### config.mk
export PLATFORM = sky130hd
export DESIGN_NAME = edge_scan_lr
export DESIGN_NICKNAME = d
export VERILOG_FILES = /design/src/rtl/edge_scan_pkg.sv /design/src/rtl/pix_addr_xlate.sv /design/src/rtl/edge_scan_lr.sv
export SDC_FILE = /design/constraint.sdc
export NUM_CORES = 1
export LEC_CHECK = 0
export CELL_PAD_IN_SITES_DETAIL_PLACEMENT = 0
export CELL_PAD_IN_SITES_GLOBAL_PLACEMENT = 1
export CORE_AREA = 2 2 83 85
export DETAILED_ROUTE_END_ITERATION = 16
export DIE_AREA = 0 0 85 87
export PLACE_DENSITY = 0.72
export SETUP_SLACK_MARGIN = 0.2
export SLEW_MARGIN = 10
export SYNTH_ARGS = -nofsm -noshare
export SYNTH_HDL_FRONTEND = slang
export SYNTH_HIERARCHICAL = 1
export SYNTH_SLANG_ARGS = --single-unit
export TNS_END_PERCENT = 5
### constraint.sdc
create_clock -name clk -period 6.05 [get_ports clk]
set_clock_uncertainty 0.15 [all_clocks]
set_input_delay 1.21 -clock clk [delete_from_list [all_inputs] [get_ports clk]]
set_output_delay 1.21 -clock clk [all_outputs]
set_load 0.02 [all_outputs]
### src/rtl/edge_scan_pkg.sv
// Shared definitions for the left/right edge scanner: FSM state encoding,
// default background threshold and the background test.
package edge_scan_pkg;

    localparam int unsigned THRESHOLD_DEF = 0;

    typedef logic [2:0] state_t;

    localparam state_t ST_IDLE     = 3'd0;
    localparam state_t ST_ROW_INIT = 3'd1;
    localparam state_t ST_SEED_RD  = 3'd2;
    localparam state_t ST_L_RD     = 3'd3;
    localparam state_t ST_R_RD     = 3'd4;
    localparam state_t ST_NEXT_ROW = 3'd5;
    localparam state_t ST_DONE     = 3'd6;

    function automatic logic is_bg(input int unsigned pix, input int unsigned thr);
        return pix <= thr;
    endfunction

endpackage

### src/rtl/pix_addr_xlate.sv
// Combinational pixel-to-address translator for a row-major image: addr = y*IMG_W + x.
module pix_addr_xlate #(
    parameter int IMG_W  = 6,
    parameter int X_W    = 3,
    parameter int Y_W    = 3,
    parameter int ADDR_W = 6
) (
    input  logic [X_W-1:0]    x,
    input  logic [Y_W-1:0]    y,
    output logic [ADDR_W-1:0] addr
);

    assign addr = ADDR_W'(y) * ADDR_W'(IMG_W) + ADDR_W'(x);

endmodule

### src/rtl/edge_scan_lr.sv
// Row-by-row left/right extent finder: walks outward from a seed column on each
// row through one shared, fixed-latency read port.
module edge_scan_lr
    import edge_scan_pkg::*;
#(
    parameter int          IMG_W     = 6,
    parameter int          IMG_H     = 6,
    parameter int          COL_W     = 3,
    parameter int unsigned THRESHOLD = THRESHOLD_DEF,
    parameter int          RD_LAT    = 1,
    localparam int         X_W       = $clog2(IMG_W),
    localparam int         Y_W       = $clog2(IMG_H),
    localparam int         ADDR_W    = $clog2(IMG_W * IMG_H)
) (
    input  logic              clk,
    input  logic              resetn,
    input  logic              start,
    input  logic [Y_W-1:0]    mostTop,
    input  logic [Y_W-1:0]    mostBottom,
    input  logic [X_W-1:0]    midPix,
    output logic [ADDR_W-1:0] mem_addr,
    input  logic [COL_W-1:0]  mem_rdata,
    output logic [X_W-1:0]    mostLeft,
    output logic [X_W-1:0]    mostRight,
    output logic              found,
    output logic              err,
    output logic              busy,
    output logic              done
);

    localparam int               LAT_W   = $clog2(RD_LAT + 1);
    localparam logic [X_W-1:0]   X_MAX   = X_W'(IMG_W - 1);
    localparam logic [X_W-1:0]   X_ONE   = X_W'(1);
    localparam logic [LAT_W-1:0] LAT_END = LAT_W'(RD_LAT);

    state_t            state, stateNext;
    logic [Y_W-1:0]    rowY, bottomLat;
    logic [X_W-1:0]    midLat, xl, xr, xlNext, xrNext, rdX;
    logic [LAT_W-1:0]  lat;
    logic [ADDR_W-1:0] rdAddr;
    logic              accept, reqErr, latHit, pixBg;
    logic              loadAddr, scanLeft, scanRight, rowDone;

    assign busy   = (state != ST_IDLE);
    assign done   = (state == ST_DONE);
    assign accept = (state == ST_IDLE) && start;
    assign reqErr = (mostTop > mostBottom) || (32'(mostBottom) >= 32'(IMG_H))
                    || (32'(midPix) >= 32'(IMG_W));
    assign latHit = (lat == LAT_END);
    assign pixBg  = is_bg(32'(mem_rdata), THRESHOLD);

    pix_addr_xlate #(
        .IMG_W (IMG_W),
        .X_W   (X_W),
        .Y_W   (Y_W),
        .ADDR_W(ADDR_W)
    ) uXlate (
        .x   (rdX),
        .y   (rowY),
        .addr(rdAddr)
    );

    always_comb begin
        // NOTE: every variable gets a default first so no path through this block infers a latch.
        stateNext = state;
        xlNext    = xl;
        xrNext    = xr;
        rdX       = xl;
        loadAddr  = 1'b0;
        scanLeft  = 1'b0;
        scanRight = 1'b0;
        rowDone   = 1'b0;
        case (state)
            ST_IDLE:     if (accept) stateNext = reqErr ? ST_DONE : ST_ROW_INIT;
            ST_ROW_INIT: begin
                xlNext    = midLat;
                xrNext    = midLat;
                rdX       = midLat;
                loadAddr  = 1'b1;
                stateNext = ST_SEED_RD;
            end
            ST_SEED_RD: if (latHit) begin
                if (pixBg) stateNext = ST_NEXT_ROW;
                else       scanLeft  = 1'b1;
            end
            ST_L_RD: if (latHit) begin
                if (pixBg) scanRight = 1'b1;
                else begin
                    xlNext   = xl - X_ONE;
                    scanLeft = 1'b1;
                end
            end
            ST_R_RD: if (latHit) begin
                if (pixBg) rowDone = 1'b1;
                else begin
                    xrNext    = xr + X_ONE;
                    scanRight = 1'b1;
                end
            end
            ST_NEXT_ROW: stateNext = (rowY == bottomLat) ? ST_DONE : ST_ROW_INIT;
            ST_DONE:     stateNext = ST_IDLE;
            default:     stateNext = ST_IDLE;
        endcase

        // Border checks happen before a read is issued, so x never wraps past 0 or IMG_W-1.
        if (scanLeft) begin
            if (xlNext == '0) scanRight = 1'b1;
            else begin
                rdX       = xlNext - X_ONE;
                loadAddr  = 1'b1;
                stateNext = ST_L_RD;
            end
        end
        if (scanRight) begin
            if (xrNext == X_MAX) rowDone = 1'b1;
            else begin
                rdX       = xrNext + X_ONE;
                loadAddr  = 1'b1;
                stateNext = ST_R_RD;
            end
        end
        if (rowDone) stateNext = ST_NEXT_ROW;
    end

    // NOTE: sequential state uses non-blocking assignments so every register samples pre-edge values.
    always_ff @(posedge clk) begin
        if (!resetn) begin
            state     <= ST_IDLE;
            mem_addr  <= '0;
            mostLeft  <= X_MAX;
            mostRight <= '0;
            found     <= 1'b0;
            err       <= 1'b0;
            rowY      <= '0;
            bottomLat <= '0;
            midLat    <= '0;
            xl        <= '0;
            xr        <= '0;
            lat       <= '0;
        end else begin
            state <= stateNext;
            xl    <= xlNext;
            xr    <= xrNext;

            if (loadAddr) begin
                mem_addr <= rdAddr;
                lat      <= '0;
            end else if (!latHit) begin
                lat <= lat + LAT_W'(1);
            end

            if (accept) begin
                rowY      <= mostTop;
                bottomLat <= mostBottom;
                midLat    <= midPix;
                mostLeft  <= X_MAX;
                mostRight <= '0;
                found     <= 1'b0;
                err       <= reqErr;
            end else if (state == ST_NEXT_ROW && rowY != bottomLat) begin
                rowY <= rowY + Y_W'(1);
            end

            if (rowDone) begin
                if (xlNext < mostLeft)  mostLeft  <= xlNext;
                if (xrNext > mostRight) mostRight <= xrNext;
                found <= 1'b1;
            end
        end
    end

endmodule
* Yosys cells after proc, flatten, opt, wreduce, memory -nomap -nowiden
Cells that the tools add are included.
Storage, ports and cells: bits of input ports 15, output and inout bits 16, register bits 33, word-level logic and storage cells 99
Operators by class: equality and inequality tests 9, multiply operators 1, reduce and logical (&&, ||, !) cells 13, order comparisons 6, $add $sub $neg 7, multiplexer cells 49, bitwise operators 1
Operators with widths (count):
- 3-bit 2-to-1 mux | 27
- 1-bit 2-to-1 mux | 18
- 3-bit case mux with 5 select lines | 1
- 3-bit == test, second input constant | 4
- 3-bit case mux with 2 select lines | 2
- 3-bit by 1-bit adder with 3-bit output, second input constant | 3
- 2-bit OR reduction | 4
- 6-bit by 3-bit adder with 6-bit output | 1
- 3-bit by 2-bit == test with 1-bit output, second input constant | 2
- 3-bit >= comparator, second input constant | 2
- 3-bit greater-than comparator | 2
- 3-bit zero test | 2
- 3-bit by 1-bit subtractor with 3-bit output, second input constant | 2
- 3-bit by 2-bit multiplier with 5-bit output, second input constant | 1
- 2-bit nonzero test | 2
- 3-bit by 1-bit == test with 1-bit output, second input constant | 1
- 3-bit == test | 1
- 3-bit by 1-bit less-or-equal comparator with 1-bit output, second input constant | 1
- 3-bit < comparator | 1
- 3-bit inequality test | 1
- 3-bit nonzero test | 1
- 1-bit logical AND | 2
- 1-bit logical OR | 2
- 1-bit case mux with 2 select lines | 1
- 2 further kinds | 2

* Longest topological paths before layout
Gate-level depths: netlist (run 1).
depth in word-level cells 11, depth in mapped cells 20, depth with buffers taken out 20

* Cells and area by module
Netlist (run 1), hierarchy kept.
Modules (own cells, without submodules):
- edge_scan_lr | area an instance 2098.3 um^2, cells an instance 255, sequential area each 660.6 um^2, times used 1
- pix_addr_xlate | area an instance 170.2 um^2, cells an instance 17, sequential area each 0.0 um^2, times used 1

* Worst setup path after synthesis (run 1)
Ideal clock, no wire load.
kind in2reg, start point input port mem_rdata[0], end point register mem_addr[4], arrival 4.393 ns, stages 18, required time 5.828 ns, setup time 0.072 ns, path buffers 0, setup slack 1.435 ns, cell sequence or3_1 a31oi_1 a22oi_1 inv_1 ha_1 ha_1 o31ai_1 a21oi_2 o21ai_2 nor4_4 nor2_1 a211oi_1 ha_1 a21o_1 nand2_1 xnor2_1 nand2_1 mux2i_1
On the way: cells in the longest elaborated chain, start to end 10, elaborated cells between the ends (all ways) 28, those cells by class add/sub: 3; order compare: 1; eq/ne: 1; mux: 22; reduce/logical: 1
Ends and longest elaborated chain:
- start: declaration | RTL line edge_scan_lr.sv:22 | input logic [COL_W-1:0] mem_rdata,
- 3-bit by 1-bit less-or-equal comparator with 1-bit output (*) | RTL line edge_scan_pkg.sv:18 | return pix <= thr;
- 3-bit 2-to-1 mux (*) | RTL line edge_scan_lr.sv:87 | if (pixBg) scanRight = 1'b1;
- 3-bit 2-to-1 mux (*) | RTL line edge_scan_lr.sv:86 | ST_L_RD: if (latHit) begin
- 3-bit case mux with 2 select lines (*) | RTL line edge_scan_lr.sv:73 | case (state)
- named net xlNext[1] | RTL line edge_scan_lr.sv:38 | logic [X_W-1:0] midLat, xl, xr, xlNext, xrNext, rdX;
- 3-bit by 1-bit subtractor with 3-bit output or 3-bit zero test (tied branches) | RTL line edge_scan_lr.sv:109, edge_scan_lr.sv:107
- 3-bit 2-to-1 mux | RTL line edge_scan_lr.sv:107 | if (xlNext == '0) scanRight = 1'b1;
- 3-bit 2-to-1 mux | RTL line edge_scan_lr.sv:106 | if (scanLeft) begin
- 3-bit 2-to-1 mux | RTL line edge_scan_lr.sv:115 | if (xrNext == X_MAX) rowDone = 1'b1;
- 3-bit 2-to-1 mux (*) | RTL line edge_scan_lr.sv:114 | if (scanRight) begin
- named net rdX[2] | RTL line edge_scan_lr.sv:38
- 6-bit by 3-bit adder with 6-bit output (*) | RTL line pix_addr_xlate.sv:13 | assign addr = ADDR_W'(y) * ADDR_W'(IMG_W) + ADDR_W'(x);
- named net rdAddr[4] | RTL line edge_scan_lr.sv:40 | logic [ADDR_W-1:0] rdAddr;
- end signal: assignment | RTL line edge_scan_lr.sv:146 | mem_addr <= rdAddr;
- end: declaration | RTL line edge_scan_lr.sv:21 | output logic [ADDR_W-1:0] mem_addr,
Mark *: on every way through the listed nets, which the timed path passes. The rest lies on a longest branch. A chain may end at the register's enable or synchronous reset.

* Worst setup path after layout (run 1)
Same ends and word-level chain as after synthesis.

==> results of run 1 <==
-- cells in the final DEF (no fill, tap or decap), drive strengths merged, types with 4 or more instances in the layout --
cell type and count:
clkbuf 7, and2 4, dfxtp 33, nor3 7, nor2 20, nor4 5
buf 4, nand3 6, nand2 40, a21oi 14, a211oi 5, mux2i 7
ha 20, a31oi 7, clkdlybuf4s50 30, xnor2 6, inv 21, o21ai 15
-- path summary, 6_finish.rpt --
kind,end,start,slack [ns]
max reg2reg,mem_addr[4],state[0],1.72
max,mem_addr[4],mem_rdata[0],0.85
min reg2reg,mem_addr[2],mem_addr[2],0.31
min,mem_addr[2],mem_addr[2],0.31
-- worst register-to-register path, delay by kind of cell (launching register included) --
family	cells	cell delay (ns)
AOI/OAI and AO/OA	6	1.40
muxes	1	0.12
DFF	1	0.59
buffers and inverters	1	0.19
adders and majority gates	2	0.58
and+or+nand+nor	6	1.12
xor gates and xnor gates	1	0.11
-- metrics by stage --
stage               utilization [%]  setup WS, ns  std cells  hold WS (ns)  total power, mW
detailed placement             40.3         0.596        375         0.305             1.05
CTS                            41.6         0.865        382         0.314             1.23
finish                         41.6         0.850        382         0.308             1.22
floorplan                         -          1.43        272         0.292            0.871
global placement               40.3         0.709        375         0.298             1.06
global route                   41.6         0.482        382         0.340             1.34
-- state kept, by name, summed over array words and instances, names as in the netlist --
signal     cells
xr             3
bottomLat      3
found          1
mostLeft       3
err            1
rowY           3
mostRight      3
midLat         3
xl             3
state          3
lat            1
mem_addr       6
-- per-layer routing --
metal | wire length [µm] | global-route usage (%) | share of wire [%] | vias to the layer above
li1 | - | - | - | 1041
met1 | 2630 | 20.7 | 48 | 934
met2 | 2540 | 26.1 | 46 | 41
met3 | 204 | 3.13 | 3.7 | 12
met4 | 133 | 8.08 | 2.4 | 0
met5 | 0 | 0 | 0 | -
-- cell type report --
cell class | instances | area (µm²) | share of cell area [%]
clock buffer | 7 | 86.3 | 3.16
tap | 80 | 100 | 3.66
sequential | 33 | 661 | 24.2
multi-input combinational | 207 | 1480 | 54.1
inverter | 21 | 78.8 | 2.88
timing repair buffer | 34 | 330 | 12.1
-- cells in the mapped netlist (all sizes together) (3+ instances only) --
cell / instances
clkbuf: 7
inv: 21
o41ai: 3
xor2: 3
nor3: 7
o21ai: 15
nor3b: 3
a21oi: 14
nand2: 40
buf: 4
a21o: 3
nor2: 20
ha: 20
nand3b: 3
nor4: 5
xnor2: 6
and2: 4
nand2b: 3
mux2i: 7
a211oi: 5
nand3: 6
nor2b: 3
dfxtp: 33
a31oi: 7
-- power by group --
group	total, mW	leakage, nW	internal, mW	switching, mW
clock	0.168	0.0443	0.0902	0.0775
sequential	0.358	0.269	0.275	0.0832
combinational	0.693	0.785	0.296	0.396
-- logic make-up after synthesis --
kind of cell	count (synthesis)	share of synthesized area (%)
AND/OR/NAND/NOR	104	25.5
AO/OA/AOI/OAI	63	19.1
flip-flops	33	29.1
buffers and inverters	32	5.74
adder cells (fa/ha/maj)	22	12.8
XOR/XNOR	9	3.48
multiplexers	9	4.25
==> results.sh, run 1 <==
export IMPL_syn_area_um2=2270
export IMPL_coreArea_um2=6570
export IMPL_crit_path_cell_trace="clkdlybuf4s50_1 -> or3_1 -> a31oi_1 -> a22oi_1 -> inv_1 -> ha_1 -> ha_1 -> o31ai_1 -> a21oi_2 -> o21ai_2 -> nor4_4 -> buf_4 -> nor2_1 -> a211oi_1 -> ha_1 -> a21o_1 -> nand2_1 -> xnor2_1 -> nand2_1 -> mux2i_1"
export IMPL_syn_inst=272
export IMPL_hold_viol_final=0
export IMPL_cts_hold_buf=0
export IMPL_hold_depth=2
export IMPL_portBuffers=30
export IMPL_htreeDepth=2
export IMPL_dieArea_um2=7400
export IMPL_drc=0
export IMPL_path_buf_inv=3
export IMPL_cpMaxStageDelayCell="or3_1"
export IMPL_cts_sinks=33
export IMPL_ys_types=59
export IMPL_cts_buffers=5
export IMPL_cp_num_cells=20
export IMPL_finalSetupViolCount=0
export IMPL_first_iter_violations=129
export IMPL_synth_edff_count=0
export IMPL_grtUsageTotal_pct=16.2
export IMPL_n_antenna_cell=0
export IMPL_first_pass_iters=4
export IMPL_cellPowerDensity_nw_per_um2=446
export IMPL_clk_pin_slew_ns=0.06
export IMPL_drive_above_1_share_pct=8.94
export IMPL_start_kind="primary input"
export IMPL_grt_setup_unrepaired="no"
export IMPL_viasPerCell=5.31
export IMPL_critPathKind="primary input to flop"
export IMPL_synth_main_ff_cell="dfxtp_1"
export IMPL_path_common_cell="ha_1"
export IMPL_initial_utilization_pct=34.5
export IMPL_ys_warnings_count=6
export IMPL_critPathRequiredTime_ns=6.12
export IMPL_gp_congestion=0.828
export IMPL_hp_class="flop to flop"
export IMPL_worstPathArrival_ns=5.27
export IMPL_wl_per_cell_um=14.4
export IMPL_syn2layout_area_growth_pct=20.5
export IMPL_avgSynthCellArea_um2=8.34
export IMPL_fmax_mhz=192
export IMPL_rows=30
export IMPL_worst_slew_pin_slew_ns=0.792
export IMPL_synthArstFlopShare_pct=0
export IMPL_synth_area_leader_cell="dfxtp_1"
export IMPL_cts_setup_buffers=0
export IMPL_die_x_um=85
export IMPL_cts_root_buf="clkbuf_8"
export IMPL_pin_count=31
export IMPL_cts_tree="done"
export IMPL_end_kind="flop"
export IMPL_finalInstanceArea_um2=2730
export IMPL_reg2reg_depth=17
export IMPL_grt_max_degree=25
export IMPL_fin_crit_sh_pct=85.9
export IMPL_maxSlewViolCount=0
export IMPL_worstPathMaxFanout=8
export IMPL_vdd_ir_drop_max_mv=0.160
export IMPL_postRouteAntennaNets=0
export IMPL_yosysSeqAreaShare_pct=29.1
export IMPL_finalCriticalPeriod_ns=5.20
export IMPL_vias=2028
export IMPL_grt_pass1_wl_um=9580
export IMPL_max_stage_delay_ns=0.50
export IMPL_p_leak_nw=1.10
export IMPL_synth_nets=309
export IMPL_clkLatencyLatePin_ns=0.28
export IMPL_synthTopCellsByArea="dfxtp_1 29%, ha_1 11%, nand2_1 6.6%, inv_1 3.5%, nor2_1 3.1%"
export IMPL_first_global_vias=1972
export IMPL_drt_wl_total_um=5500
export IMPL_yosys_area_top_type_share_pct=29.1
export IMPL_placedInstanceArea_um2=2650
export IMPL_cap_violations=0
export IMPL_setup_tns_ns=0
export IMPL_antenna_found_initial=0
export IMPL_die_h_um=87
export IMPL_cts_buffer_depth=2
export IMPL_fill_cells=642
export IMPL_cts_resized_gates=0
export IMPL_outcome="finished, final reports clean"
export IMPL_grt_overflow=0
export IMPL_ys_ff_latch=33
export IMPL_slew_headroom_pct=47.2
export IMPL_dp_hpwl_um=4140
export IMPL_critPathTopFamily="compound AO/OA/AOI/OAI gates"
export IMPL_layout_nets=339
Note: power is estimated with default switching activity, not from simulation.
==> inputs of run 2 (changes only) <==
CORE_AREA = 2 2 95 74   (was 2 2 83 85)
DIE_AREA = 0 0 97 76   (was 0 0 85 87)
==> results.sh, run 2 (synthesis gave the netlist of run 1 again) <==
export IMPL_cts_hold_buf=0
export IMPL_cts_setup_buffers=0
export IMPL_drc=0
export IMPL_grt_pass1_wl_um=9250
export IMPL_finalSetupViolCount=0
export IMPL_clk_pin_slew_ns=0.07
export IMPL_cellPowerDensity_nw_per_um2=460
export IMPL_first_iter_violations=109
export IMPL_hold_ws_ns=0.311
export IMPL_critPathTopFamily="compound AO/OA/AOI/OAI gates"
export IMPL_worstPathArrival_ns=5.26
export IMPL_clkLatencyLatePin_ns=0.28
export IMPL_largest_register_ffs=6
export IMPL_viasPerCell=5.20
export IMPL_n_antenna_cell=0
export IMPL_worstPathMaxFanout=8
export IMPL_p_leak_nw=1.11
export IMPL_die_h_um=76
export IMPL_max_stage_delay_ns=0.50
export IMPL_final_cell_mix="40 x nand2_1, 33 x dfxtp_1, 30 x clkdlybuf4s50_1"
export IMPL_vdd_ir_drop_max_mv=0.156
export IMPL_wl_per_cell_um=14.8
export IMPL_cts_buffers=5
export IMPL_path_common_cell="ha_1"
export IMPL_hp_class="flop to flop"
export IMPL_grt_overflow=0
export IMPL_htreeDepth=2
export IMPL_drive_above_1_share_pct=8.94
export IMPL_cts_tree="done"
export IMPL_maxSlewViolCount=0
export IMPL_final_common_cell="nand2_1"
export IMPL_cap_violations=0
export IMPL_antenna_found_initial=0
export IMPL_fin_crit_sh_pct=86.0
export IMPL_crit_path_cell_trace="clkdlybuf4s50_1 -> or3_1 -> a31oi_1 -> a22oi_1 -> inv_1 -> ha_1 -> ha_1 -> o31ai_1 -> a21oi_2 -> o21ai_2 -> nor4_4 -> buf_4 -> nor2_1 -> a211oi_1 -> ha_1 -> a21o_1 -> nand2_1 -> xnor2_1 -> nand2_1 -> mux2i_1"
export IMPL_fmax_mhz=192
export IMPL_finalCriticalPeriod_ns=5.20
export IMPL_setup_tns_ns=0
export IMPL_vias=2007
export IMPL_drt_wl_total_um=5710
export IMPL_syn2layout_area_growth_pct=21.7
export IMPL_grtUsageTotal_pct=15.5
export IMPL_end_kind="flop"
export IMPL_gp_congestion=0.863
export IMPL_post_route_util_pct=42.2
export IMPL_pin_count=31
export IMPL_outcome="finished, final reports clean"
export IMPL_rows=26
export IMPL_cts_resized_gates=0
export IMPL_worst_slew_pin_slew_ns=0.815
export IMPL_postRouteAntennaNets=0
export IMPL_dieArea_um2=7370
export IMPL_portBuffers=30
export IMPL_slew_headroom_pct=45.7
export IMPL_cts_buffer_depth=2
export IMPL_first_global_vias=1829
export IMPL_critPathRequiredTime_ns=6.11
export IMPL_critPathKind="primary input to flop"
export IMPL_coreArea_um2=6540
export IMPL_initial_utilization_pct=34.7
export IMPL_cts_root_buf="clkbuf_8"
export IMPL_regMostFlops="mem_addr"
export IMPL_dp_hpwl_um=4260
export IMPL_hold_viol_final=0
export IMPL_start_kind="primary input"
export IMPL_grt_max_degree=25
export IMPL_grt_setup_unrepaired="no"
export IMPL_path_buf_inv=3
export IMPL_die_x_um=97
export IMPL_cpMaxStageDelayCell="or3_1"
export IMPL_layout_nets=338
export IMPL_first_pass_iters=5
export IMPL_cts_sinks=33
-- run 2: worst paths after layout --
check / endpoint / start / cells past startpoint / slack, ns
worst max-delay path: mem_addr[4] / mem_rdata[0] / 20 / 0.85
worst min-delay path: mem_addr[3] / mem_addr[3] / 2 / 0.31
worst max register to register: mem_addr[4] / state[0] / 17 / 1.73
worst min register to register: mem_addr[3] / mem_addr[3] / 2 / 0.31
-- run 2: where the power goes --
group	internal, mW	switching, mW	total, mW
Clock	0.134	0.0806	0.215
Combinational	0.294	0.400	0.695
Sequential	0.275	0.0856	0.361
-- run 2: layout make-up --
cell class | count | area (µm²)
well taps | 84 | 105
inverters | 21 | 78.8
multi-input cells | 207 | 1480
fillers | 667 | 3780
repair buffers | 33 | 323
clock buffers | 7 | 86.3
clock inverters | 1 | 30.0
flip-flops and latches | 33 | 661
-- run 2: layer usage --
metal | global-route usage [%] | up-vias | wire length (µm)
met5 | 0 | - | 0
met4 | 3.52 | 0 | 53
met3 | 3.30 | 4 | 321
met2 | 22.6 | 39 | 2340
met1 | 23.4 | 936 | 2990
li1 | - | 1028 | -
-- run 2: per-stage QoR --
| step | power [mW] | std cells | setup WS, ns | cell area [µm²] |
|---|---|---|---|---|
| after floorplan | 0.871 | 272 | 1.43 | 2270 |
| after global placement | 1.06 | 378 | 0.767 | 2650 |
| after detailed placement | 1.05 | 378 | 0.589 | 2650 |
| after CTS | 1.28 | 386 | 0.864 | 2760 |
| after global routing | 1.39 | 386 | 0.538 | 2760 |
| final | 1.27 | 386 | 0.847 | 2760 |
-- run 2: worst reg2reg max path, cell delays in order (launching register included) --
cell      delay, ns
dfxtp_1        0.60
nor2b_1        0.44
nand2b_1       0.22
o221ai_1       0.44
ha_1           0.26
o31ai_1        0.12
a21oi_2        0.19
o21ai_2        0.10
nor4_4         0.28
buf_4          0.19
nor2_1         0.05
a211oi_1       0.38
ha_1           0.31
a21o_1         0.15
nand2_1        0.07
xnor2_1        0.11
nand2_1        0.07
mux2i_1        0.12
==> inputs of run 3 (changes only) <==
CTS_CLUSTER_SIZE = 10   (was unset)
==> results of run 3 <==
Final layout, timing and power as in run 2 (identical DEF).
